[src/rtl/matrix_scroll_param.sv]
// Scrolling LED-matrix driver: a run-time writable DEPTH-row pattern buffer,
// a ROWS-row scan window, and a paused/bidirectional step timer moving it.
module matrix_scroll_param #(
  parameter int ROWS     = 8,
  parameter int COLS     = 8,
  parameter int DEPTH    = 16,
  parameter int SCAN_DIV = 8192,
  parameter int STEP_DIV = 25000000
) (
  input  logic                     clk,
  input  logic                     reset,
  input  logic                     en,
  input  logic                     dir,
  input  logic                     wr_en,
  input  logic [$clog2(DEPTH)-1:0] wr_addr,
  input  logic [COLS-1:0]          wr_data,
  output logic [COLS-1:0]          segout,
  output logic [$clog2(ROWS)-1:0]  scanout,
  output logic [$clog2(DEPTH)-1:0] offset,
  output logic                     step_tick
);

  localparam int RW = $clog2(ROWS);
  localparam int AW = $clog2(DEPTH);
  localparam int SW = $clog2(SCAN_DIV);
  localparam int TW = $clog2(STEP_DIV);

  logic [COLS-1:0] pat_r [DEPTH];
  logic [SW-1:0]   scan_cnt_r;
  logic [SW-1:0]   scan_cnt_s;
  logic [TW-1:0]   step_cnt_r;
  logic [TW-1:0]   step_cnt_s;
  logic            scan_wrap_s;
  logic            step_wrap_s;
  logic [RW-1:0]   scan_s;
  logic [AW-1:0]   offset_s;
  logic [AW-1:0]   rd_idx_s;

  // Next-state for counters, window position and buffer read index
  always_comb begin
    scan_wrap_s = (scan_cnt_r == SW'(SCAN_DIV - 1));
    step_wrap_s = en && (step_cnt_r == TW'(STEP_DIV - 1));

    if (scan_wrap_s) begin
      scan_cnt_s = '0;
      scan_s     = scanout + RW'(1);
    end else begin
      scan_cnt_s = scan_cnt_r + SW'(1);
      scan_s     = scanout;
    end

    if (!en) begin
      step_cnt_s = step_cnt_r;
    end else if (step_wrap_s) begin
      step_cnt_s = '0;
    end else begin
      step_cnt_s = step_cnt_r + TW'(1);
    end

    if (step_wrap_s) begin
      if (dir) begin
        offset_s = offset - AW'(1);
      end else begin
        offset_s = offset + AW'(1);
      end
    end else begin
      offset_s = offset;
    end

    // Read with the values being loaded this edge so segout never lags a row change
    rd_idx_s = offset_s + AW'(scan_s);
  end

  // Pattern buffer: blanked on reset, host-written otherwise
  always_ff @(posedge clk or posedge reset) begin
    if (reset) begin
      for (int i = 0; i < DEPTH; i++) begin
        pat_r[i] <= '1;
      end
    end else if (wr_en) begin
      pat_r[wr_addr] <= wr_data;
    end
  end

  // Counters and registered outputs
  always_ff @(posedge clk or posedge reset) begin
    if (reset) begin
      scan_cnt_r <= '0;
      step_cnt_r <= '0;
      scanout    <= '0;
      offset     <= '0;
      step_tick  <= 1'b0;
      segout     <= '1;
    end else begin
      scan_cnt_r <= scan_cnt_s;
      step_cnt_r <= step_cnt_s;
      scanout    <= scan_s;
      offset     <= offset_s;
      step_tick  <= step_wrap_s;
      segout     <= pat_r[rd_idx_s];
    end
  end

endmodule

[config.mk]
export PLATFORM = sky130hd
export DESIGN_NAME = matrix_scroll_param
export DESIGN_NICKNAME = d
export VERILOG_FILES = /design/src/rtl/matrix_scroll_param.sv
export SDC_FILE = /design/constraint.sdc
export NUM_CORES = 1
export LEC_CHECK = 0
export ABC_AREA = 1
export CORE_ASPECT_RATIO = 1.25
export CORE_MARGIN = 2
export CORE_UTILIZATION = 40
export CTS_CLUSTER_DIAMETER = 150
export DETAILED_ROUTE_END_ITERATION = 8
export PLACE_DENSITY = 0.63
export SYNTH_ARGS = -nofsm -noshare
export SYNTH_HDL_FRONTEND = slang
export SYNTH_SLANG_ARGS = --single-unit
[constraint.sdc]
create_clock -name clk -period 6.7 [get_ports clk]
set_input_delay 1.34 -clock clk [delete_from_list [all_inputs] [get_ports clk]]
set_output_delay 1.34 -clock clk [all_outputs]
set_load 0.005 [all_outputs]
==> impl_metrics.py <==
metrics = {
    "sta": {
        "fin_tns_setup_ns": 0,
        "worst_pin_slew_ns": 1.220,
        "relSlewSlack_pct": 18.62,
        "period_needed_ns": 4.776,
        "hold_violations": 0,
        "setup_ws_ns": 1.924,
        "skew_ns": 0.007729,
        "rsz0062_at_grt": "false",
        "drv_slew": 0,
        "fmax_mhz": 209.4,
        "setup_viol": 0,
        "fin_crit_sh_pct": 71.29,
    },
    "synthesis": {
        "synth.distinct_cells": 38,
        "synth_area_leaders": "dfstp_2, dfrtp_1, nand2_1",
        "ys_async_sr_fraction_pct": 100.0,
        "synth-seq-area-share_pct": 51.35,
        "syn_avg_cell_area_um2": 8.449,
        "synth_top_area_cell": "dfstp_2",
        "syn_nets": 1116,
        "synth_edf_count": 0,
        "postSynthCellCount": 1089,
        "ys.warnings.count": 0,
        "yosysMostFrequentCell": "nand2_1",
        "syn_area_um2": 9201,
        "yosysTopAreaCellShare_pct": 38.84,
        "ys_ff_latch": 182,
        "synth_commonest_cells": "nand2_1, o21ai_0, dfstp_2",
        "synth_ff_type": "dfstp_2",
    },
    "die": {
        "start_util_pct": 40.34,
        "die_y_um": 173.6,
        "row_count": 62,
        "core_um2": 22810,
        "die_area_um2": 24240,
        "die_w_um": 139.7,
        "io_pins": 33,
    },
    "placed_design": {
        "io_buffers": 32,
        "place_area_um2": 9664,
        "placed_cells": 1366,
        "dp_hpwl_um": 15780,
        "dpl_worst_slack_ns": 1.523,
        "place.gp.congestion": 0.9237,
    },
    "grt": {
        "grtUsageTotal_pct": 19.52,
        "antenna_found_initial": 0,
        "grt_pass1_vias": 7122,
        "grt_pass1_wl_um": 37670,
        "grt_max_degree": 171,
        "grt_overflow": 0,
    },
    "setup_path": {
        "crit_path_max_fanout": 30,
        "critPathKind": "in2reg",
        "critPathLaunch": "en",
        "start_kind": "input pin",
        "endpoint_kind": "register",
        "crit_required_ns": 7.06,
        "r2r_start": "step_cnt_r[0]",
        "cp.arrival_ns": 5.14,
    },
    "route": {
        "wl_per_cell_um": 16.36,
        "drt_iter0_drc": 531,
        "vias": 7266,
        "detail-route-antenna-nets": 0,
        "routed_wl_um": 22870,
        "drc_errors": 0,
        "viasPerCell": 5.197,
        "drt_first_pass_iters": 7,
    },
    "cts": {
        "cts_made_buffers": 17,
        "ctsResizeCount": 0,
        "cts_hold_buf": 0,
        "clkSlewWorstSetupHoldPaths_ns": 0.07,
        "cts_buffer_depth": 2,
        "cts_tree": "done",
        "insertion_delay_ns": 0.43,
        "postCtsSetupBuffers": 0,
        "clock-sinks": 182,
        "cts_root_buf": "clkbuf_16",
        "htree_levels": 4,
    },
    "finish": {
        "finalNonFillerCells": 1398,
        "area_delta_synth_final_pct": 11.19,
        "diodes": 0,
        "drive_above_1_share_pct": 20.99,
        "stdcell_area_um2": 10230,
        "final_nets": 1124,
        "fin_util_pct": 44.86,
    },
    "min_path": {
        "min_from": "pat_r[97]",
        "holdCritPathClass": "reg2reg",
    },
    "power_and_ir_drop": {
        "power_leakage_nw": 4.464,
        "cellPowerDensity_nw_per_um2": 290.4,
        "vdd_drop_max_uv": 178.8,
    },
    "run_status": {
        "run_status": "complete, no violations",
    },
    "flow_run": {
        "max-cap-violations": 0,
    },
}
cells in the final DEF, fill, tap and decap left out, types with 14 or more instances in the layout:
master	n
nand3_1	37
xor2_1	16
dfrtp_1	46
a21oi_1	58
o22ai_1	16
o31ai_1	16
o21ai_0	147
inv_1	78
nand2_1	268
clkdlybuf4s50_1	32
dfstp_2	136
nor3_1	14
clkbuf_16	18
nor2_1	106
kinds of logic after synthesis:
logic type / Yosys count / share of synthesized area [%]
adders and majority gates: 10 / 1.523
buffers and inverters: 139 / 6.908
and+or+nand+nor: 483 / 23.58
DFF: 182 / 51.35
AOI/OAI and AO/OA: 255 / 14.74
xor gates and xnor gates: 20 / 1.904
worst max-delay path: stages:
cell	delay, ns
clkdlybuf4s50_1	0.46
buf_4	0.22
nand4_1	0.16
nor2_1	0.15
nand3_2	0.27
xnor2_1	0.32
ha_2	0.22
inv_1	0.05
fa_1	0.41
xor2_2	0.98
o21ai_0	0.32
nand3_1	0.16
nand2_1	0.07
per-layer routing:
metal / up-vias / track usage [%] / part of all wire [%]
met2: 145 / 33.60 / 50
met1: 3501 / 25.23 / 44
met4: 0 / 6.417 / 2.4
met3: 38 / 3.066 / 3.2
met5: - / 0 / 0
li1: 3582 / - / -
stage by stage:
step                      hold slack [ns]  power [mW]
after global placement             0.4500       2.008
after global routing               0.4881       3.127
after floorplan                    0.4329       1.847
final                              0.4733       2.971
after CTS                          0.4760       2.992
after detailed placement           0.4655       2.017
area by class of cell:
| class | count | area [um^2] |
|---|---|---|
| clock buffers | 18 | 450.4 |
| clock inverters | 14 | 116.4 |
| fillers | 2293 | 12580 |
| inverters | 88 | 335.3 |
| multi-input cells | 768 | 3851 |
| flip-flops and latches | 182 | 4725 |
| well taps | 288 | 360.3 |
| repair buffers | 40 | 392.9 |
sequential cells by signal, indices dropped and copies added, names as in the netlist:
| register | cells |
|---|---|
| segout | 8 |
| scanout | 3 |
| pat_r | 128 |
| step_tick | 1 |
| step_cnt_r | 25 |
| scan_cnt_r | 13 |
| offset | 4 |
worst paths after layout:
path | depth (start not counted) | slack, ns | to
max | 13 | 1.92 | segout[7]
max in group asynchronous | 3 | 4.38 | scanout[0]
min | 2 | 0.47 | pat_r[97]
min in group asynchronous | 2 | 1.19 | step_cnt_r[20]
max reg2reg | 12 | 2.80 | segout[7]
min reg2reg | 2 | 0.47 | pat_r[97]
where the power goes:
part	switching (mW)	internal [mW]
clock network	0.463	0.508
logic	0.254	0.168
registers	0.152	1.43
Power figures use the tool's default switching activity.
